==> src/rtl/vote_pkg.sv <==
// vote_pkg: shared types and helpers for the serial ballot sequencer.
//   vote_state_t : sequencer FSM encoding (IDLE, COLLECT, DONE)
//   cnt_w(n)     : counter width able to hold 0..n
package vote_pkg;

    typedef enum logic [1:0] {
        IDLE    = 2'd0,
        COLLECT = 2'd1,
        DONE    = 2'd2
    } vote_state_t;

    function automatic int cnt_w(input int n);
        return $clog2(n + 1);
    endfunction

endpackage

==> src/rtl/vote_tally.sv <==
// vote_tally: counts accepted votes and accepted ones for one ballot.
// Ports:
//   clk, reset_n : clock, async active-low reset
//   clear        : zero both counters (wins over inc)
//   inc          : one vote accepted this cycle
//   vote_bit     : value of the accepted vote
//   votes, ones  : registered counts
//   last         : this accept is the final vote of the ballot
module vote_tally
    import vote_pkg::*;
#(
    parameter int NVOTES = 3
) (
    input  logic                      clk,
    input  logic                      reset_n,
    input  logic                      clear,
    input  logic                      inc,
    input  logic                      vote_bit,
    output logic [cnt_w(NVOTES)-1:0]  votes,
    output logic [cnt_w(NVOTES)-1:0]  ones,
    output logic                      last
);

    localparam int CW = cnt_w(NVOTES);

    always_ff @(posedge clk or negedge reset_n) begin
        if (!reset_n) begin
            votes <= '0;
            ones  <= '0;
        end else if (clear) begin
            votes <= '0;
            ones  <= '0;
        end else if (inc) begin
            votes <= votes + CW'(1);
            ones  <= ones + CW'(vote_bit);
        end
    end

    assign last = inc && (votes == CW'(NVOTES - 1));

endmodule

==> src/rtl/vote_sequencer.sv <==
// vote_sequencer: runs one ballot of NVOTES serial votes through the
// minority/majority function and holds the verdict until it is taken.
// Optional feature: define VOTE_TIMEOUT_EN to end a stalled ballot after
// TIMEOUT idle cycles with result_timeout=1 and both verdicts 0.
// Ports:
//   clk, reset_n                 : clock, async active-low reset
//   start, abort                 : begin ballot (IDLE only) / synchronous abort
//   vote_valid, vote_bit, vote_ready : vote handshake (ready exactly in COLLECT)
//   busy                         : COLLECT or DONE
//   result_valid, result_ready   : verdict handshake (valid exactly in DONE)
//   result_minority/majority/timeout : verdict, held through back-pressure
module vote_sequencer
    import vote_pkg::*;
#(
    parameter int NVOTES  = 3,
    parameter int TIMEOUT = 15
) (
    input  logic clk,
    input  logic reset_n,
    input  logic start,
    input  logic abort,
    input  logic vote_valid,
    input  logic vote_bit,
    output logic vote_ready,
    output logic busy,
    output logic result_valid,
    input  logic result_ready,
    output logic result_minority,
    output logic result_majority,
    output logic result_timeout
);

    localparam int CW = cnt_w(NVOTES);

    if (NVOTES < 3 || (NVOTES % 2) == 0) begin : g_bad_nvotes
        $error("vote_sequencer: NVOTES must be odd and >= 3");
    end
    if (TIMEOUT < 2) begin : g_bad_timeout
        $error("vote_sequencer: TIMEOUT must be >= 2");
    end

    vote_state_t state_q, state_d;

    logic          in_collect, inc, tally_clear, last, handoff;
    logic [CW-1:0] unused_votes, ones, ones_upd;
    logic          verdict_min, timeout_hit;
    logic          res_min_q, res_maj_q, res_to_q;

    assign in_collect  = (state_q == COLLECT);
    // abort outranks the vote handshake: an aborted vote is never counted
    assign inc         = vote_valid & in_collect & ~abort;
    // counts only live inside COLLECT, so leaving it always starts clean
    assign tally_clear = ~in_collect | abort;
    assign handoff     = (state_q == DONE) & result_ready;

    vote_tally #(.NVOTES(NVOTES)) u_tally (
        .clk      (clk),
        .reset_n  (reset_n),
        .clear    (tally_clear),
        .inc      (inc),
        .vote_bit (vote_bit),
        .votes    (unused_votes),
        .ones     (ones),
        .last     (last)
    );

    // verdict must include the vote being accepted on the final cycle
    assign ones_upd    = ones + CW'(vote_bit);
    assign verdict_min = (ones_upd <= CW'(NVOTES / 2));

`ifdef VOTE_TIMEOUT_EN
    localparam int IW = $clog2(TIMEOUT);
    logic [IW-1:0] idle_q;

    always_ff @(posedge clk or negedge reset_n) begin
        if (!reset_n)
            idle_q <= '0;
        else if (!in_collect || abort || inc)
            idle_q <= '0;
        else
            idle_q <= idle_q + IW'(1);
    end

    // an accept in the same cycle wins, so inc masks the expiry
    assign timeout_hit = in_collect & ~abort & ~inc & (idle_q == IW'(TIMEOUT - 1));
`else
    assign timeout_hit = 1'b0;
`endif

    always_comb begin
        state_d = state_q;
        if (abort) begin
            state_d = IDLE;
        end else begin
            case (state_q)
                IDLE:    if (start) state_d = COLLECT;
                COLLECT: if (last || timeout_hit) state_d = DONE;
                DONE:    if (result_ready) state_d = IDLE;
                default: state_d = IDLE;
            endcase
        end
    end

    always_ff @(posedge clk or negedge reset_n) begin
        if (!reset_n) begin
            state_q   <= IDLE;
            res_min_q <= 1'b0;
            res_maj_q <= 1'b0;
            res_to_q  <= 1'b0;
        end else begin
            state_q <= state_d;
            if (abort || handoff) begin
                res_min_q <= 1'b0;
                res_maj_q <= 1'b0;
                res_to_q  <= 1'b0;
            end else if (last) begin
                res_min_q <= verdict_min;
                res_maj_q <= ~verdict_min;
                res_to_q  <= 1'b0;
            end else if (timeout_hit) begin
                res_min_q <= 1'b0;
                res_maj_q <= 1'b0;
                res_to_q  <= 1'b1;
            end
        end
    end

    assign vote_ready      = in_collect;
    assign busy            = (state_q != IDLE);
    assign result_valid    = (state_q == DONE);
    assign result_minority = res_min_q;
    assign result_majority = res_maj_q;
    assign result_timeout  = res_to_q;

endmodule

==> config.mk <==
export PLATFORM = sky130hd
export DESIGN_NAME = vote_sequencer
export DESIGN_NICKNAME = d
export VERILOG_FILES = /design/src/rtl/vote_pkg.sv /design/src/rtl/vote_tally.sv /design/src/rtl/vote_sequencer.sv
export SDC_FILE = /design/constraint.sdc
export NUM_CORES = 1
export LEC_CHECK = 0
export CAP_MARGIN = 20
export CORE_AREA = 2 2 39 41
export DETAILED_ROUTE_END_ITERATION = 16
export DIE_AREA = 0 0 41 43
export GPL_ROUTABILITY_DRIVEN = 0
export MAX_ROUTING_LAYER = met4
export PLACE_DENSITY_LB_ADDON = 0.3
export SLEW_MARGIN = 20
export SYNTH_ARGS = -nofsm -noshare
export SYNTH_HDL_FRONTEND = slang
export SYNTH_SLANG_ARGS = --single-unit
==> constraint.sdc <==
create_clock -name clk -period 1.9 [get_ports clk]
set_input_delay 0.19 -clock clk [delete_from_list [all_inputs] [get_ports clk]]
set_output_delay 0.19 -clock clk [all_outputs]
set_load 0.02 [all_outputs]
# --- Yosys cells after proc, flatten, opt, wreduce, memory -nomap -nowiden ---
# Index checks and enable logic that the tools add are counted.
op_classes:
  reduce_logical: 7
  n_mux: 15
  n_addsub: 2
  magnitude_cmp: 1
  n_bitwise: 7
  n_eq_ne: 6
ops:
  columns: ["op", "count"]
  rows:
  - ["$mux W2", 8]
  - ["$mux W1", 6]
  - ["$ne A3 B2 Y1 const B", 2]
  - ["$pmux W2 S3", 1]
  - ["$reduce_bool A2 Y1", 3]
  - ["$eq A2 B2 Y1 const B", 2]
  - ["$and A1 B1 Y1", 3]
  - ["$ne A3 B3 Y1 const B", 1]
  - ["$not A1 Y1", 3]
  - ["$reduce_and A3 Y1", 1]
  - ["$add A2 B1 Y2", 1]
  - ["$add A2 B1 Y2 const B", 1]
  - ["$eq A2 B1 Y1 const B", 1]
  - ["$le A2 B1 Y1 const B", 1]
  - ["$logic_not A2 Y1", 1]
  - ["$logic_and A1 B1 Y1", 1]
  - ["$logic_or A1 B1 Y1", 1]
  - ["$or A1 B1 Y1", 1]
word_totals:
  register_bits: 9
  output_inout_bits: 6
  word_cells: 44

# --- Depth between registers and ports, before layout ---
depth:
  depth_word: 7
  mapped_depth: 5
  depth_no_buf: 5

# --- Modules after synthesis ---
# Synthesis repeated with hierarchy kept, for this count alone.
hier_totals:
  cells_unflattened: 45
  hier_area_um2: 452.9
by_module_without_submodules:
  columns: ["module", "n_inst", "cells_per_inst", "area_each_um2"]
  rows:
  - ["vote_sequencer", 1, 26, 244.0]
  - ["vote_tally", 1, 19, 209.0]

# --- Worst setup path after synthesis ---
# Ideal clock, no wire load.
synth_path:
  path_kind: "flip-flop to flip-flop"
  startpoint: "reg state_q[1]"
  endpoint: "reg res_maj_q, in the netlist result_majority"
  period_less_slack_ns: 1.514
  setup_slack_ns: 0.386
  n_path_buf: 1
  arrival_ns: 1.394
  t_required_ns: 1.780
  path_stages_with_launch: 5
  cell_sequence: "dfrtp_1 -> or3b_1 -> clkbuf_2 -> or3_1 -> and3b_1"
synth_between:
  elab_chain_cells: 5
  elab_cells_between_ends: 9
synth_rtl:
  columns: ["element", "line", "source"]
  rows:
  - ["start, declared", "vote_sequencer.sv:42", "vote_state_t state_q, state_d;"]
  - ["start signal, assigned", "vote_sequencer.sv:111", "state_q <= state_d;"]
  - ["$eq A2 B1 Y1", "vote_sequencer.sv:49", "assign in_collect = (state_q == COLLECT);"]
  - ["$and A1 B1 Y1 (2 in series)", "vote_sequencer.sv:51", "assign inc = vote_valid & in_collect & ~abort;"]
  - ["$logic_and A1 B1 Y1", "vote_tally.sv:39", "assign last = inc && (votes == CW'(NVOTES - 1));"]
  - ["$reduce_bool A2 Y1 (no line)", null, null]
  - ["end signal, assigned", "vote_sequencer.sv:118", "res_maj_q <= ~verdict_min;"]
  - ["end, declared", "vote_sequencer.sv:47", "logic res_min_q, res_maj_q, res_to_q;"]
# Several ways; a longest one is shown, not always the timed one.
# A chain may end at the register's enable or synchronous reset.

# --- Worst setup path after layout ---
layout_path:
  startpoint: "reg state_q[0]"
  endpoint: "out result_valid"
layout_between:
  elab_chain_cells: 1
layout_rtl:
  columns: ["element", "line", "source"]
  rows:
  - ["$eq A2 B2 Y1", "vote_sequencer.sv:130", "assign result_valid = (state_q == DONE);"]
  - ["end, declared", "vote_sequencer.sv:26", "output logic result_valid,"]
# No other way between the ends.

==> results.md <==
* CP required at 1.71 ns
* Final setup viols at 0
* Clk pwr share at approximately 36%
* Yosys reg bits at 8
* WL per Instance at between 10 and 15 um
* Pwr dens at ~620 mW/mm^2
* Root Buffer: clkbuf_4
* Final Cycle Share at roughly nine tenths
* Leakage at roughly 0.00028 uW
* Cells after Synth at 43
* Peak VDD IR at between 0.0004 and 0.0005 V
* R2R Setup Slk at roughly 0.44 ns
* Reg area at about 200 um^2
* Sw Ratio at a little under a quarter
* Tmin final at 1.729 ns
* Clock slew at reported path FFs at 0.05 ns
* CTS Buf Count at 3
* Max Cap Violations at 0
* Fill cells at 141
* Pint at ~270 uW
* Share of layout cells above drive strength 1 at 10.71%
* Routed Antenna Nets at 0
* Largest buffer count on any clock path at 2
* Comb pwr share at between 10% and 20%
* Post-CTS Setup Bufs at 0
* Placed Area at 550.5 um^2
* Global-route wire length before repair at 1317 um
* DRT Pass-1 Iters at 4
* Skew-Pair Late Insertion Delay at around 0.25 ns
* DRC at 0
* I/O Pins at 13
* Mapped Area at 421.7 um^2
* Port bufs at 11
* Pins over their slew limit at 0
* Starting DRC count in detailed routing at 3
* R2r startpoint: state_q[0]$_DFFE_PN0P_
* Critical Path AT at 1.54 ns
* Crit path launch type: register
* Hpwl dp at 616.4 um
* RSZ-0062 raised after global routing: no
* Min-Delay Path Class: in2async
* Area grow syn2layout at 35.91%
* GRT Total Usage at between 10% and 20%
* Yosys warning count at 0
* Largest net degree at the start of global routing at 9
* CTS resizes at 0
* F_max at between 500 and 600 MHz
* Worst-case reg-to-reg path depth at 3
* Clock Skews at roughly 0.0067 ns
* Diode count at 0
* Switch Pwr at slightly above 80 uW
* Core area at between 0.001 and 0.0015 mm^2
* Vias in the first global route at slightly above 300
* Die W at 41 um
* H-tree levels at 1
* Register area share after synthesis at a little under half
* Top cell type's share of synthesized area at between 40 and 50%
* Yosys top cell by area: dfrtp_1
* Final Hold Fails at 0
* Crit path max fanout at 6
* # rows at 14
* Total power at around 350 uW
* Syn nets at 52
* Crit. End Element: output port
* CP Class: reg2out
* Starting Density at between 30% and 40%
* Reg2reg end: result_majority$_DFFE_PN0P_
* Setup tns final at 0 ns
* Most frequent cells in the layout: clkdlybuf4s50_1, dfrtp_1, nor2_1, inv_1, clkbuf_4
* Total grt overflow at 0
* Area of the multi-input gates at slightly below 200 um^2
* Commonest non-fill, non-tap cell in the layout: clkdlybuf4s50_1
* Sequential power share at between 40% and 50%
* Via count at 331
* Synth unique cells at 25
* DRT Wirelength at roughly 750 um
* Final Cell Area at around 570 um^2
* # nets final at between 60 and 70
* Final WS setup at ~0.17 ns
* Syn_area_per_cell at 9.806 um^2
* Inst Count DP at 69
* Final cell count without fillers at 72
* CTS tree: built
* Die area at between 0.0015 and 0.002 mm^2
* Die H at between 40 and 50 um
* Clock sinks at 8
* Vias/cell at 4.597
* Initial antenna violation count at 0
* Post-Place Setup Slack at between 0.15 and 0.2 ns
* Hold-fix buffers at CTS at 0
* Status: finished, final reports clean
* Area contributors post-synth: dfrtp_1, ha_1, mux2i_1
==> flip-flops by register name (all words and copies together), names as in the netlist <==
name and flops:
u_tally.votes 2, u_tally.ones 2, result_majority 1, state_q 2, result_minority 1
==> metrics by stage <==
stage,util [%],hold slack (ns)
2_1_floorplan,-,-0.1056
3_3_place_gp,39.78,0.4890
3_5_place_dp,39.78,0.4781
4_1_cts,41.41,0.2266
5_1_grt,41.41,0.2565
6_report,41.41,0.2246
==> power groups by stage <==
stage / clock (uW) / combinational (uW) / sequential, uW
6_report: 127 / 50.5 / 177
3_5_place_dp: 0 / 51.4 / 179
5_1_grt: 141 / 57.0 / 177
2_1_floorplan: 0 / 25.8 / 179
3_3_place_gp: 0 / 51.0 / 179
4_1_cts: 136 / 51.6 / 177
==> synthesized netlist by cell type <==
master,number
nand3_1,1
and3b_1,1
or2_2,1
o21bai_1,1
xor2_1,2
ha_1,2
a32oi_1,1
inv_1,3
clkbuf_2,1
clkbuf_1,1
xnor2_1,1
mux2i_1,2
or3b_1,1
dfrtp_1,8
or3_1,1
nor2b_1,1
o21ai_0,2
conb_1,1
buf_4,1
nand2_1,2
nor3_1,1
nor2_1,5
a21oi_1,1
and2b_1,1
a21o_1,1
==> final cells by class <==
cell class | count | share of cell area (%)
inverter | 3 | 1.965
clock buffer | 3 | 3.930
tap | 16 | 3.493
multi-input combinational | 29 | 33.84
sequential | 8 | 34.93
timing repair buffer | 13 | 21.83
==> worst max-delay path by stage <==
stage	startpoint	end	depth (start not counted)
final	state_q[0]$_DFFE_PN0P_	result_valid	2
after global routing	state_q[0]$_DFFE_PN0P_	result_valid	2
after CTS	state_q[0]$_DFFE_PN0P_	result_valid	2
after detailed placement	abort	result_majority$_DFFE_PN0P_	4
after global placement	abort	result_majority$_DFFE_PN0P_	4
after floorplan	state_q[1]$_DFFE_PN0P_	result_majority$_DFFE_PN0P_	4
==> per-layer routing <==
layer	GRT usage, %	wire (um)
met3	8.377	70
met2	15.63	365
met4	6.000	0
met1	14.29	317
met5	-	0
==> cells by family after synthesis <==
| family | synth area share [%] |
|---|---|
| xor gates and xnor gates | 6.233 |
| muxes | 4.748 |
| DFF | 47.48 |
| and+or+nand+nor | 18.99 |
| other | 0.8894 |
| buffers and inverters | 6.527 |
| AOI/OAI and AO/OA | 9.199 |
| adders and majority gates | 5.934 |
==> critical path, stage by stage (launching register included) <==
cell and delay (ns):
dfrtp_1 0.42, and2b_1 0.25, clkdlybuf4s50_1 0.62
Note: power is estimated with default switching activity, not from simulation.
